## src/rtl/bcd2bin_seq_pkg.sv

```systemverilog
// Shared definitions for the packed-BCD to binary converter.
//   ST_IDLE / ST_SHIFT / ST_DONE : FSM state encodings
//   bin_width(digits)            : bits needed to hold 10**digits - 1
package bcd2bin_seq_pkg;

    localparam logic [1:0] ST_IDLE  = 2'd0;
    localparam logic [1:0] ST_SHIFT = 2'd1;
    localparam logic [1:0] ST_DONE  = 2'd2;

    // Equivalent to $clog2(10**digits), computed in 64 bits so DIGITS=9 cannot overflow.
    function automatic int unsigned bin_width(input int unsigned digits);
        longint unsigned p;
        int unsigned     w;
        p = 64'd1;
        w = 0;
        for (int unsigned i = 0; i < digits; i++) begin
            p = p * 64'd10;
        end
        while ((64'd1 << w) < p) begin
            w++;
        end
        return w;
    endfunction

endpackage

```

## src/rtl/bcd_digit_adj.sv

```systemverilog
// Reverse double-dabble digit correction: after the right shift, any BCD digit that
// reads 8 or more had a 1 shifted in from the digit above (worth 5 after halving,
// but 8 in binary), so 3 is taken off.
//   din  : post-shift 4-bit digit
//   dout : corrected digit (inputs above 12 cannot occur and are don't-care)
module bcd_digit_adj (
    input  logic [3:0] din,
    output logic [3:0] dout
);

    assign dout = (din >= 4'd8) ? (din - 4'd3) : din;

endmodule

```

## src/rtl/bcd2bin_seq.sv

```systemverilog
// Iterative packed-BCD to binary converter, one result bit per clock.
//   clk, rst_n : clock, asynchronous active-low reset
//   start      : request a conversion (ignored while busy)
//   bcd_in     : packed BCD operand, digit 0 in [3:0]; captured on accept
//   sign_in    : 1 = negative; captured on accept (ignored when SIGNED=0)
//   busy       : conversion in progress
//   done       : one-cycle pulse, result/err valid
//   err        : last accepted request contained a digit > 9
//   result     : binary result (two's complement when SIGNED=1), held until next accept
module bcd2bin_seq
    import bcd2bin_seq_pkg::*;
#(
    parameter  int unsigned DIGITS = 4,
    parameter  int unsigned SIGNED = 1,
    localparam int unsigned BIN_W  = bin_width(DIGITS),
    localparam int unsigned OUT_W  = BIN_W + SIGNED
) (
    input  logic                clk,
    input  logic                rst_n,
    input  logic                start,
    input  logic [4*DIGITS-1:0] bcd_in,
    input  logic                sign_in,
    output logic                busy,
    output logic                done,
    output logic                err,
    output logic [OUT_W-1:0]    result
);

    localparam int unsigned BCD_W = 4 * DIGITS;
    localparam int unsigned SR_W  = BCD_W + BIN_W;
    localparam int unsigned CNT_W = $clog2(BIN_W + 1);

    logic [1:0]       state_q, state_d;
    logic [SR_W-1:0]  sr_q, sr_d;
    logic [CNT_W-1:0] cnt_q, cnt_d;
    logic             sign_q, sign_d;
    logic             err_q, err_d;
    logic [OUT_W-1:0] result_q, result_d;

    logic [SR_W-1:0]  sr_shift;
    logic [SR_W-1:0]  sr_next;
    logic [BCD_W-1:0] bcd_adj;
    logic [OUT_W-1:0] mag_ext;
    logic             bad_digit;
    logic             last_shift;

    // Shift right first, then correct each BCD digit; the BCD LSB lands in the binary MSB.
    assign sr_shift = sr_q >> 1;

    for (genvar g = 0; g < DIGITS; g++) begin : g_adj
        bcd_digit_adj u_adj (
            .din  (sr_shift[BIN_W + 4*g +: 4]),
            .dout (bcd_adj[4*g +: 4])
        );
    end

    assign sr_next    = {bcd_adj, sr_shift[BIN_W-1:0]};
    assign mag_ext    = OUT_W'(sr_next[BIN_W-1:0]);
    assign last_shift = (state_q == ST_SHIFT) && (cnt_q == CNT_W'(1));

    always_comb begin
        bad_digit = 1'b0;
        for (int i = 0; i < int'(DIGITS); i++) begin
            if (bcd_in[4*i +: 4] > 4'd9) begin
                bad_digit = 1'b1;
            end
        end
    end

    always_comb begin
        state_d  = state_q;
        sr_d     = sr_q;
        cnt_d    = cnt_q;
        sign_d   = sign_q;
        err_d    = err_q;
        result_d = result_q;
        case (state_q)
            ST_IDLE, ST_DONE: begin
                if (start) begin
                    if (bad_digit) begin
                        err_d    = 1'b1;
                        result_d = '0;
                        state_d  = ST_DONE;
                    end else begin
                        err_d   = 1'b0;
                        sr_d    = {bcd_in, {BIN_W{1'b0}}};
                        sign_d  = sign_in;
                        cnt_d   = CNT_W'(BIN_W);
                        state_d = ST_SHIFT;
                    end
                end else begin
                    state_d = ST_IDLE;
                end
            end
            ST_SHIFT: begin
                sr_d  = sr_next;
                cnt_d = cnt_q - 1'b1;
                if (last_shift) begin
                    // Negating zero yields zero, so no negative-zero special case.
                    result_d = ((SIGNED != 0) && sign_q) ? (-mag_ext) : mag_ext;
                    state_d  = ST_DONE;
                end
            end
            default: state_d = ST_IDLE;
        endcase
    end

    always_ff @(posedge clk or negedge rst_n) begin
        if (!rst_n) begin
            state_q  <= ST_IDLE;
            sr_q     <= '0;
            cnt_q    <= '0;
            sign_q   <= 1'b0;
            err_q    <= 1'b0;
            result_q <= '0;
        end else begin
            state_q  <= state_d;
            sr_q     <= sr_d;
            cnt_q    <= cnt_d;
            sign_q   <= sign_d;
            err_q    <= err_d;
            result_q <= result_d;
            // Every BCD bit must have migrated into the binary half by the final shift.
            if (last_shift) begin
                assert (sr_next[SR_W-1:BIN_W] == '0);
            end
        end
    end

    assign busy   = (state_q == ST_SHIFT);
    assign done   = (state_q == ST_DONE);
    assign err    = err_q;
    assign result = result_q;

endmodule

```

## config.mk

```make
export PLATFORM = sky130hd
export DESIGN_NAME = bcd2bin_seq
export DESIGN_NICKNAME = d
export VERILOG_FILES = /design/src/rtl/bcd2bin_seq_pkg.sv /design/src/rtl/bcd_digit_adj.sv /design/src/rtl/bcd2bin_seq.sv
export SDC_FILE = /design/constraint.sdc
export NUM_CORES = 1
export LEC_CHECK = 0
export CORE_ASPECT_RATIO = 0.9
export CORE_MARGIN = 2
export CORE_UTILIZATION = 49
export DETAILED_ROUTE_END_ITERATION = 6
export PLACE_DENSITY_LB_ADDON = 0.1
export SLEW_MARGIN = 30
export SYNTH_ARGS = -nofsm -noshare
export SYNTH_HDL_FRONTEND = slang
export SYNTH_SLANG_ARGS = --single-unit
```

## constraint.sdc

```tcl
create_clock -name clk -period 1.7 [get_ports clk]
set_input_delay 0.34 -clock clk [delete_from_list [all_inputs] [get_ports clk]]
set_output_delay 0.34 -clock clk [all_outputs]
set_load 0.005 [all_outputs]
```

### Yosys cells after proc, flatten, opt, wreduce, memory -nomap -nowiden

Index checks and enable logic that the tools add are counted.
Widths: inputs -> output; s select.

| storage, ports and cells | value |
|---|---|
| register bits | 53 |
| input bits | 20 |
| output and inout port bits | 18 |
| logic and storage cells | 60 |

| cells by class | value |
|---|---|
| add/sub/neg operators | 6 |
| $lt $le $gt $ge | 8 |
| equal/unequal tests | 7 |
| multiplexer cells | 24 |
| bitwise logic cells | 1 |
| reduce and logical (&&, ||, !) cells | 8 |

Operator list:

| operator | number |
|---|---|
| $mux 15 | 4 |
| $mux 30 | 2 |
| $pmux 30 s2 | 1 |
| $pmux 15 s2 | 1 |
| $mux 4 | 6 |
| $gt 4x4->1 const B | 4 |
| $neg 14->15 | 1 |
| $ge 4x4->1 const B | 3 |
| $sub 4x2->4 const B | 3 |
| $pmux 4 s2 | 1 |
| $mux 2 | 3 |
| $ne 2x2->1 const B | 3 |
| $reduce_and 3->1 | 2 |
| $mux 1 | 5 |
| $eq 4x1->1 const B | 1 |
| $ge 3x4->1 const B | 1 |
| $pmux 2 s2 | 1 |
| $reduce_and 4->1 | 1 |
| $sub 3x2->4 const B | 1 |
| $sub 4x1->4 const B | 1 |
| $eq 2x1->1 const B | 1 |
| $eq 2x2->1 const B | 1 |
| $logic_not 2->1 | 1 |
| $ne 2x1->1 const B | 1 |
| other kinds (5) | 5 |

### Depth between registers and ports, before layout

| logic depth | value |
|---|---|
| depth in word-level cells | 8 |
| depth in mapped cells | 7 |
| mapped depth without buffers | 6 |

### Modules after synthesis

A second synthesis with hierarchy kept.

| second synthesis, totals | value |
|---|---|
| cells, all modules | 265 |
| area, all modules | 2852.7 µm² |

Modules (own cells, without submodules):

| module | instances | cells an instance | area each (µm²) | seq. area each (µm²) |
|---|---|---|---|---|
| bcd2bin_seq | 1 | 221 | 2547.4 | 1301.2 |
| bcd_digit_adj | 4 | 11 | 76.3 | 0.0 |

### Worst setup path before layout

OpenSTA, ideal clock, no wires.

| timing path | value |
|---|---|
| path type | reg-to-reg |
| start | reg sr_q[6] |
| end | reg result_q[11] (netlist: result[11]) |
| setup time | 0.121 ns |
| arrival | 1.665 ns |
| slack | -0.086 ns |
| cell stages (with the launch flop) | 6 |
| buffers on the path | 1 |
| cell sequence | dfrtp_1 or4_1 buf_6 o41ai_2 xnor2_1 a22o_1 |

| on the way | value |
|---|---|
| word-level cells in the longest chain between the ends | 4 |

Ends and longest elaborated chain:

| item | RTL line | source |
|---|---|---|
| start, declared | bcd2bin_seq.sv:34 | `logic [SR_W-1:0] sr_q, sr_d;` |
| start signal, assigned | bcd2bin_seq.sv:118 | `sr_q <= sr_d;` |
| $neg 14->15 | bcd2bin_seq.sv:100 | `result_d = ((SIGNED != 0) && sign_q) ? (-mag_ext) : mag_ext;` |
| $mux 15 | bcd2bin_seq.sv:100 |  |
| $mux 15 | bcd2bin_seq.sv:98 | `if (last_shift) begin` |
| $pmux 15 s2 | bcd2bin_seq.sv:77 | `case (state_q)` |
| end signal, assigned | bcd2bin_seq.sv:122 | `result_q <= result_d;` |
| end, declared | bcd2bin_seq.sv:38 | `logic [OUT_W-1:0] result_q, result_d;` |

Every way passes these cells. The select of a mux whose other input is x is not followed.
A chain may end at the register's enable or synchronous reset.

### Worst setup path after layout

Ends and elaborated chain as after synthesis.

==> impl_metrics.ini <==
[run_status]
status = finished with violations
violations = setup timing

[timing]
worstMarginPinSlew_ps = 659
setup_viol = 7
drv_slew = 0
setup_ws_ps = -121
relSlewSlack = 0.561
rsz0062_at_grt = true
fin_crit_sh = 1.07
finalHoldViolCount = 0
post-route-min-period_ps = 1820
skew_ps = 3.29
timing.fmax_mhz = 549

[routing]
vias = 2081
viasPerCell = 5.58
ant_nets = 0
totalWireLength_um = 6040
drtIter0Drc = 139
wl_per_cell_um = 16.2
drc_errors = 0
first_pass_iters = 4

[worst_hold_path]
hp-class = in2async

[final_layout]
fillers = 431
n_antenna_cell = 0
final_cell_area_mm2 = 0.00356
drive_gt1_frac = 0.268
area_delta_synth_final_pct = 36.1
final_util = 0.687
nets = 336

[floorplan]
fp.dieH_um = 73.4
dieWidth_um = 81.1
start_util = 0.504
core-area_mm2 = 0.00519
boundaryPins = 38
row_count = 25
dieArea_mm2 = 0.00595

[power]
vdd_drop_max_v = 0.000661
powerDensity_mw_per_mm2 = 1320
p_leak_uw = 0.00166

[global_routing]
first_global_vias = 2064
grt_pass1_wl_um = 10000
grt_overflow = 0
antenna_found_initial = 0
grt_usage = 0.223
grt_start_max_net_pins = 26

[yosys]
syn-num-nets = 259
yosys_warnings = 0
avgSynthCellArea_um2 = 11.4
async_reset_ff_frac = 1.00
synthTopCellsByCount = dfrtp_1, a22o_1, xnor2_1, inv_1, nand2_1
synth_cells = 230
synth_top_area_share = 0.497
ys_ff_latch = 52
synth_top_area_cell = dfrtp_1
netlist_top_cells_area = dfrtp_1, a22o_1, xnor2_1
syn-cell-area_mm2 = 0.00262
synth_cell_types = 43
seq_area_frac_synth = 0.497
synth-edff-count = 0
synth_most_common_cell = dfrtp_1
synth_ff_type = dfrtp_1

[critical_path]
crit_path_max_incr_delay_ps = 530
crit_path_start_kind = register
crit_family = simple AND/OR/NAND/NOR gates
end_kind = register
cp_data_arrival_time_ps = 2010
cp.required_ps = 1890
criticalPathCategory = reg2reg
crit_chain = or4_1, buf_6, o41ai_4, xnor2_1, a22o_1
crit_fanout = 8
critPathBufInv = 1
cp_slowest_cell = or4_1

[placed_design]
numPortBuffers = 37
placed_area_mm2 = 0.00334
place_congestion = 0.820
dpl.hpwl_um = 4390

[clocking]
clock_path_buffers = 2
clk_latency_ps = 300
cts_tree = yes
h-tree-depth = 2
cts_sinks = 52
cts_inserted_buffers = 5
clock-root-buffer = clkbuf_8
clk_pin_slew_ps = 90
ctsHoldBuffers = 0

[flow_run]
maxCapViolCount = 0
## cells by family after synthesis
| group | Yosys count | share of synthesized area |
|---|---|---|
| AOI/OAI and AO/OA | 70 | 0.227 |
| xor gates and xnor gates | 20 | 0.0669 |
| adders and majority gates | 9 | 0.0430 |
| buffers and inverters | 25 | 0.0401 |
| DFF | 52 | 0.497 |
| muxes | 10 | 0.0392 |
| and+or+nand+nor | 44 | 0.0865 |
## layer usage
layer	global-route usage	vias up	part of all wire
li1	-	1000	-
met2	0.376	52	0.49
met5	0	-	0
met3	0.0479	9	0.040
met1	0.288	1020	0.45
met4	0.0697	0	0.014
## cells in the final DEF (no fill, tap or decap), types with 2 or more instances in the layout
cell type,instances
inv_1,12
buf_12,2
a22o_2,2
a22o_1,22
a31oi_1,3
or2_2,2
o21ai_0,4
or3_1,2
a221o_1,3
clkdlybuf4s50_1,33
nor2b_1,5
xor2_1,3
o32ai_1,3
a21oi_1,6
nand2b_1,3
o2bb2ai_1,3
nor2_1,9
or4_1,2
dfrtp_1,52
o21ai_1,2
dlymetal6s2s_1,2
ha_1,9
o221a_2,5
o21ai_2,4
xnor2_1,17
nand2_1,12
o41ai_4,2
clkbuf_8,5
buf_4,42
o41ai_2,4
mux2i_1,8
mux2_2,2
## worst paths after layout
check	start	end	slack, ps	cells after the start
setup / recovery	sr_q[6]	result[11]	-120	5
hold / removal	rst_n	result[3]	0.2	1
setup reg to reg	sr_q[6]	result[11]	-120	5
hold reg to reg	result[1]	result[1]	500	1
max in group asynchronous	rst_n	sr_q[27]	1160	2
min in group clk	bcd_in[9]	sr_q[23]	410	3
## flip-flops by register name, indices dropped and copies added, names as in the netlist
signal	cells
cnt_q	4
err	1
sr_q	29
result	15
sign_q	1
state_q	2
## stage by stage
stage / hold slack [ps] / total power (µW) / std cells / worst slack (ps) / setup TNS (ps)
final: 0.177 / 4700 / 373 / -121 / -350
after CTS: 14.4 / 4670 / 372 / -117 / -342
after global routing: 31.5 / 5020 / 373 / -161 / -734
after global placement: 335 / 3660 / 362 / -401 / -18000
after detailed placement: 340 / 3710 / 362 / -443 / -19530
after floorplan: 44.4 / 3080 / 230 / -86.0 / -237
## what timing repair did
action | CTS | global route
setup endpoints to repair | 47 | 39
setup buffers | 4 | 1
resized for setup | 15 | 11
hold endpoints to repair | 0 | 0
pin swaps | 2 | 4
## final cells by class
type                       instances  area, µm²  area share
clock buffer                       5       68.8      0.0193
clock inverter                     1       30.0     0.00842
inverter                          13       50.0      0.0140
multi-input combinational        153       1290       0.363
sequential                        52       1300       0.365
tap                               67       83.8      0.0235
timing repair buffer              82        736       0.206
## where the power goes
part	switching [µW]	leakage (µW)	internal, µW
clock network	378	0.0000501	423
registers	351	0.000665	1550
logic	852	0.000944	1150
total	1580	0.00166	3120
Note: power is estimated with default switching activity, not from simulation.
